**config.mk**
```make
export PLATFORM = sky130hd
export DESIGN_NAME = mul_scheduler
export DESIGN_NICKNAME = d
export VERILOG_FILES = /design/src/rtl/mul_scheduler.sv
export SDC_FILE = /design/constraint.sdc
export NUM_CORES = 1
export LEC_CHECK = 0
export ABC_AREA = 1
export CAP_MARGIN = 10
export CELL_PAD_IN_SITES_DETAIL_PLACEMENT = 1
export CELL_PAD_IN_SITES_GLOBAL_PLACEMENT = 2
export CORE_MARGIN = 3
export CORE_UTILIZATION = 25
export DETAILED_ROUTE_END_ITERATION = 7
export GPL_TIMING_DRIVEN = 0
export PLACE_DENSITY = 0.8
export SLEW_MARGIN = 0
export SYNTH_ARGS = -nofsm -noshare
export SYNTH_HDL_FRONTEND = slang
export SYNTH_SLANG_ARGS = --single-unit
```
**constraint.sdc**
```tcl
create_clock -name clk -period 2.25 [get_ports clk]
set_input_delay 0.45 -clock clk [delete_from_list [all_inputs] [get_ports clk]]
set_output_delay 0.45 -clock clk [all_outputs]
set_load 0.005 [all_outputs]
```
**src/rtl/mul_scheduler.sv**
```systemverilog
// Round-robin front end that shares one sequential multiplier between two requesters.
// Grant to mul_start is 1 cycle; response is 1 cycle after mul_done (or after TIMEOUT wait cycles); requesters hold req until ack.
module mul_scheduler #(
  parameter int unsigned TIMEOUT = 31
) (
  input  logic       clk,
  input  logic       rst,
  input  logic       req0,
  input  logic       req1,
  input  logic [3:0] a0,
  input  logic [3:0] a1,
  input  logic [3:0] b0,
  input  logic [3:0] b1,
  output logic       ack0,
  output logic       ack1,
  output logic       mul_start,
  output logic [3:0] mul_multiplicand,
  output logic [3:0] mul_multiplier,
  input  logic [7:0] mul_product,
  input  logic       mul_done,
  output logic       rsp_valid,
  output logic       rsp_id,
  output logic [7:0] rsp_product,
  output logic       rsp_err,
  output logic       busy
);

  typedef enum logic [1:0] {
    S_IDLE  = 2'd0,
    S_ISSUE = 2'd1,
    S_WAIT  = 2'd2,
    S_RESP  = 2'd3
  } state_t;

  localparam logic [7:0] WAIT_LAST = 8'(TIMEOUT - 1);

  state_t     state_q, state_d;
  logic       last_grant_q, last_grant_d;
  logic [7:0] wait_cnt_q, wait_cnt_d;
  logic [3:0] a_q, a_d;
  logic [3:0] b_q, b_d;
  logic       id_q, id_d;
  logic       rsp_id_q, rsp_id_d;
  logic [7:0] rsp_product_q, rsp_product_d;
  logic       rsp_err_q, rsp_err_d;

  logic grant_any;
  logic grant_id;
  logic grant_en;

  // With both requesting, the one not served last wins; a lone requester always wins.
  assign grant_any = req0 | req1;
  assign grant_id  = (req0 & req1) ? ~last_grant_q : req1;
  assign grant_en  = (state_q == S_IDLE) & grant_any & ~rst;

  always_comb begin
    state_d       = state_q;
    last_grant_d  = last_grant_q;
    wait_cnt_d    = wait_cnt_q;
    a_d           = a_q;
    b_d           = b_q;
    id_d          = id_q;
    rsp_id_d      = rsp_id_q;
    rsp_product_d = rsp_product_q;
    rsp_err_d     = rsp_err_q;
    ack0          = 1'b0;
    ack1          = 1'b0;

    case (state_q)
      S_IDLE: begin
        if (grant_en) begin
          ack0         = ~grant_id;
          ack1         = grant_id;
          a_d          = grant_id ? a1 : a0;
          b_d          = grant_id ? b1 : b0;
          id_d         = grant_id;
          last_grant_d = grant_id;
          state_d      = S_ISSUE;
        end
      end
      S_ISSUE: begin
        wait_cnt_d = 8'd0;
        state_d    = S_WAIT;
      end
      S_WAIT: begin
        // A completion on the final wait cycle takes precedence over the timeout.
        if (mul_done) begin
          rsp_id_d      = id_q;
          rsp_product_d = mul_product;
          rsp_err_d     = 1'b0;
          state_d       = S_RESP;
        end else if (wait_cnt_q == WAIT_LAST) begin
          rsp_id_d      = id_q;
          rsp_product_d = 8'd0;
          rsp_err_d     = 1'b1;
          state_d       = S_RESP;
        end else begin
          wait_cnt_d = wait_cnt_q + 8'd1;
        end
      end
      S_RESP: begin
        state_d = S_IDLE;
      end
      default: begin
        state_d = S_IDLE;
      end
    endcase
  end

  always_ff @(posedge clk) begin
    if (rst) begin
      state_q       <= S_IDLE;
      last_grant_q  <= 1'b1;
      wait_cnt_q    <= 8'd0;
      a_q           <= 4'd0;
      b_q           <= 4'd0;
      id_q          <= 1'b0;
      rsp_id_q      <= 1'b0;
      rsp_product_q <= 8'd0;
      rsp_err_q     <= 1'b0;
    end else begin
      state_q       <= state_d;
      last_grant_q  <= last_grant_d;
      wait_cnt_q    <= wait_cnt_d;
      a_q           <= a_d;
      b_q           <= b_d;
      id_q          <= id_d;
      rsp_id_q      <= rsp_id_d;
      rsp_product_q <= rsp_product_d;
      rsp_err_q     <= rsp_err_d;
    end
  end

  assign mul_start        = (state_q == S_ISSUE);
  assign rsp_valid        = (state_q == S_RESP);
  assign busy             = (state_q != S_IDLE);
  assign mul_multiplicand = a_q;
  assign mul_multiplier   = b_q;
  assign rsp_id           = rsp_id_q;
  assign rsp_product      = rsp_product_q;
  assign rsp_err          = rsp_err_q;

endmodule

```
Yosys cells after proc, flatten, opt, wreduce, memory -nomap -nowiden
Cells that the tools add are included.
W data, S select, Z words.
Cells by class
  $add $sub $neg: 1
  bitwise operators: 7
  reductions and logical operators: 8
  multiplexer cells: 20
  eq/ne operators: 8
Operator list (number)
  $mux W8: 4
  $pmux W8 S2: 1
  $mux W1: 9
  $add A8 B1 Y8 const B: 1
  $eq A8 B5 Y1 const B: 1
  $mux W4: 2
  $pmux W2 S4: 1
  $mux W2: 3
  $ne A2 B2 Y1 const B: 3
  $reduce_and A2 Y1: 3
  $reduce_bool A2 Y1: 3
  $eq A2 B2 Y1 const B: 2
  $and A1 B1 Y1: 3
  $ne A3 B3 Y1 const B: 1
  $not A1 Y1: 3
  $reduce_and A3 Y1: 1
  $eq A2 B1 Y1 const B: 1
  $logic_not A2 Y1: 1
  $or A1 B1 Y1: 1
Word-level totals
  word-level logic and storage cells: 53
  output and inout port bits: 23
  bits in registers: 30

Depth between registers and ports, before layout
  word-level depth: 5
  mapped depth: 9
  gate-level depth less buffers: 9

Worst setup path before layout
OpenSTA, ideal clock, no wires.
  path type: reg-to-output
  start point: register state_q[0]
  end point: output port ack1
  buffers on the path: 1
  required time: 1800 ps
  cell stages (with the launch flop): 8
  slack: 702 ps
  data arrival time: 1098 ps
  cells stage by stage: dfxtp_1 -> inv_1 -> ha_1 -> inv_1 -> nor2_1 -> nand2_1 -> buf_2 -> nor2_1
On the way
  cells in the longest elaborated chain, start to end: 5
RTL lines
  start: declaration: RTL line 37  | state_t state_q, state_d;
  start signal: assignment: RTL line 122  | state_q <= state_d;
  $logic_not A2 Y1 *: RTL line 54, 69
  $and A1 B1 Y1 (2 in a row): RTL line 54  | assign grant_en = (state_q == S_IDLE) & grant_any & ~rst;
  $mux W1: RTL line 71  | if (grant_en) begin
  $mux W1 *: RTL line 69  | case (state_q)
  end: declaration: RTL line 15  | output logic ack1,
Every way passes the cells marked *; elsewhere a longest branch is shown, timed or not.

Final worst setup path
  start point: input port req0
  end point: output port ack1
On the way
  cells in the longest elaborated chain, start to end: 5
  elaborated cells between the ends (all ways): 7
  those cells by class: mux (3); bitwise (4)
RTL lines
  start: declaration: RTL line 8  | input logic req0,
  $or A1 B1 Y1: RTL line 52  | assign grant_any = req0 | req1;
  $and A1 B1 Y1 (2 in a row): RTL line 54
  $mux W1 *: RTL line 71
  $mux W1 *: RTL line 69
Marked as above.

==> results.toml <==
[synthesis]
avgSynthCellArea_um2 = 6.706
synthCells = 231
ys_ff_latch = 30
synth_area_mm2 = 0.001549
synth_warnings = 0
netlist-cell-type-count = 23
yosysSeqAreaShare_pct = 38.77
synth_nets = 267

[place]
post-place-ws_ns = -0.2589
hpwlAfterDp_um = 3314
portBuffers = 51
gp_congestion = 0.7156

[clock_network]
cts_tree = "built"
clk_pin_slew_worst_paths_ns = 0.07
cts_hold_buffers = 0
cts_root_buf = "clkbuf_8"
cts_setup_buffers = 0
cts.sinks = 30
clock_latency_ns = 0.28
clockBufferDepth = 2
htree_levels = 2
numCtsBuffers = 5

[floorplan]
fp.dieW_um = 84.72
rows = 28
core_mm2 = 0.005956
die_height_um = 84.72
dieArea_mm2 = 0.007177
initial_core_util_pct = 26.01
ioPinCount = 52

[power]
power_density_mw_per_mm2 = 833.0
p_leak_uw = 0.0009113
ir_drop_mv = 0.4104

[final_layout]
fillers = 768
syn2layout_area_growth_pct = 46.04
final_core_util_pct = 37.98
antennaDiodeCount = 0
drive_above_1_share_pct = 8.966
nets = 325

[routing]
viasPerCell = 4.463
first_iter_violations = 48
routed_wl_um = 4362
routedWlPerCell_um = 11.95
ant_nets = 0
vias = 1629
dr.pass1.iters = 4
drc = 0

[critical_path]
cp_data_required_time_ns = 1.80
arrival_ns = 1.69
crit_fanout = 10
crit_type = "primary input to output pin"
cp-start-kind = "primary input"
end_kind = "output pin"

[timing]
period_needed_ns = 2.143
skew_ns = 0.003963
fmax_ghz = 0.4667
rsz0062_at_grt = "no"
maxSlewHeadroom_pct = 66.82
setup_viol = 0
tns_ns = 0
min_period_over_period_pct = 95.23
worst_slew_pin_slew_ns = 0.4977
drv_slew = 0
finalHoldViolCount = 0
fin_ws_ns = 0.1073

[run_status]
status = "complete, no violations"

[grt]
grt_usage_pct = 13.24
grt_pass1_vias = 1600
grt_pass1_wl_um = 7672
grt_overflow = 0
grt_start_max_net_pins = 11
antenna_found_initial = 0

[min_path]
hp-class = "flop to flop"

[job]
drv_cap = 0
==> stage by stage <==
step / cell area [um^2] / hold slack, ns / cells / power (uW)
after detailed placement: 2153 / 0.4542 / 357 / 1445
final: 2262 / 0.4625 / 365 / 1884
after global placement: 2153 / 0.4471 / 357 / 1435
after global routing: 2262 / 0.4791 / 365 / 2074
after CTS: 2260 / 0.4661 / 365 / 1924
after floorplan: 1549 / 0.4424 / 231 / 1132
==> worst max-delay path, stage by stage <==
cell             delay (ns)
clkdlybuf4s50_1        0.50
nor2_1                 0.06
nor2_1                 0.11
nand2_2                0.09
buf_6                  0.15
nor2_1                 0.08
dlygate4sd2_1          0.24
==> cells in the final DEF, fill, tap and decap left out, drive strengths merged, types with 2 or more instances in the layout <==
master and count:
a21oi 25, buf 3, clkbuf 9, clkdlybuf4s50 49, clkinv 2, dfxtp 30
dlygate4sd2 2, ha 7, inv 24, nand2 84, nand3 15, nand4 6
nor2 24, o21ai 5
==> final cells by class <==
type	instances	area, um^2	area share [%]
sequential	30	603.1	26.66
timing repair buffer	51	508.0	22.46
clock buffer	6	82.58	3.650
multi-input combinational	170	828.3	36.62
clock inverter	2	12.51	0.5531
tap	75	93.84	4.148
buffer	6	37.54	1.659
inverter	25	96.34	4.259
==> per-layer routing <==
metal  global-route usage (%)  part of all wire [%]  routed length, um
met5                        0                     0                  0
met4                    4.317                  0.94                 41
met3                    3.827                   5.0                220
met2                    20.21                    44               1901
met1                    17.94                    50               2199
==> synthesized netlist by cell type <==
cell / number / area [um^2]
buf_2: 2 / 10.01
clkinv_1: 1 / 3.750
a21oi_1: 24 / 120.1
buf_4: 1 / 7.510
dfxtp_1: 30 / 600.6
nand2_1: 80 / 300.3
ha_1: 7 / 87.58
nor3_1: 1 / 5.000
nor2_1: 22 / 82.58
o21bai_1: 1 / 7.510
a21oi_2: 1 / 8.760
clkbuf_1: 3 / 11.26
a211oi_1: 1 / 7.510
o21ai_1: 1 / 5.000
o21ai_0: 4 / 20.02
inv_2: 3 / 11.26
o22ai_1: 1 / 6.260
nand2_2: 4 / 25.02
nand3_4: 2 / 35.03
inv_1: 21 / 78.83
nand4_1: 6 / 37.54
nand3_1: 13 / 65.06
nor2_2: 2 / 12.51
==> timing repair <==
action / CTS / global route
setup endpoints to repair: 2 / 1
gates resized for setup: 7 / 2
pin swaps: 0 / 0
==> cell families (layout without fill, tap and decap cells) <==
group / Yosys count / in the layout / share of synthesized area, %
AND/OR/NAND/NOR: 130 / 130 / 36.35
AO/OA/AOI/OAI: 33 / 33 / 11.31
buffers and inverters: 31 / 90 / 7.916
flip-flops: 30 / 30 / 38.77
adder cells (fa/ha/maj): 7 / 7 / 5.654
==> worst paths after layout <==
path / from / slack, ns / depth (start not counted) / to
max: req0 / 0.11 / 7 / ack1
min: rsp_product[3] / 0.46 / 2 / rsp_product[3]
max reg2reg: state_q[1] / 0.63 / 6 / wait_cnt_q[7]
min reg2reg: rsp_product[3] / 0.46 / 2 / rsp_product[3]
==> sequential cells by signal (all words and copies together) (netlist names) <==
signal,count
state_q,2
rsp_id,1
wait_cnt_q,8
rsp_product,8
id_q,1
last_grant_q,1
rsp_err,1
mul_multiplicand,4
mul_multiplier,4
==> where the power goes <==
part	internal [uW]	switching (uW)	leakage, uW	total, uW
Clock	246	211	0.0000472	456
Combinational	334	422	0.000619	755
Sequential	617	56.4	0.000245	673
Total	1200	689	0.000911	1880
Power figures use the tool's default switching activity.
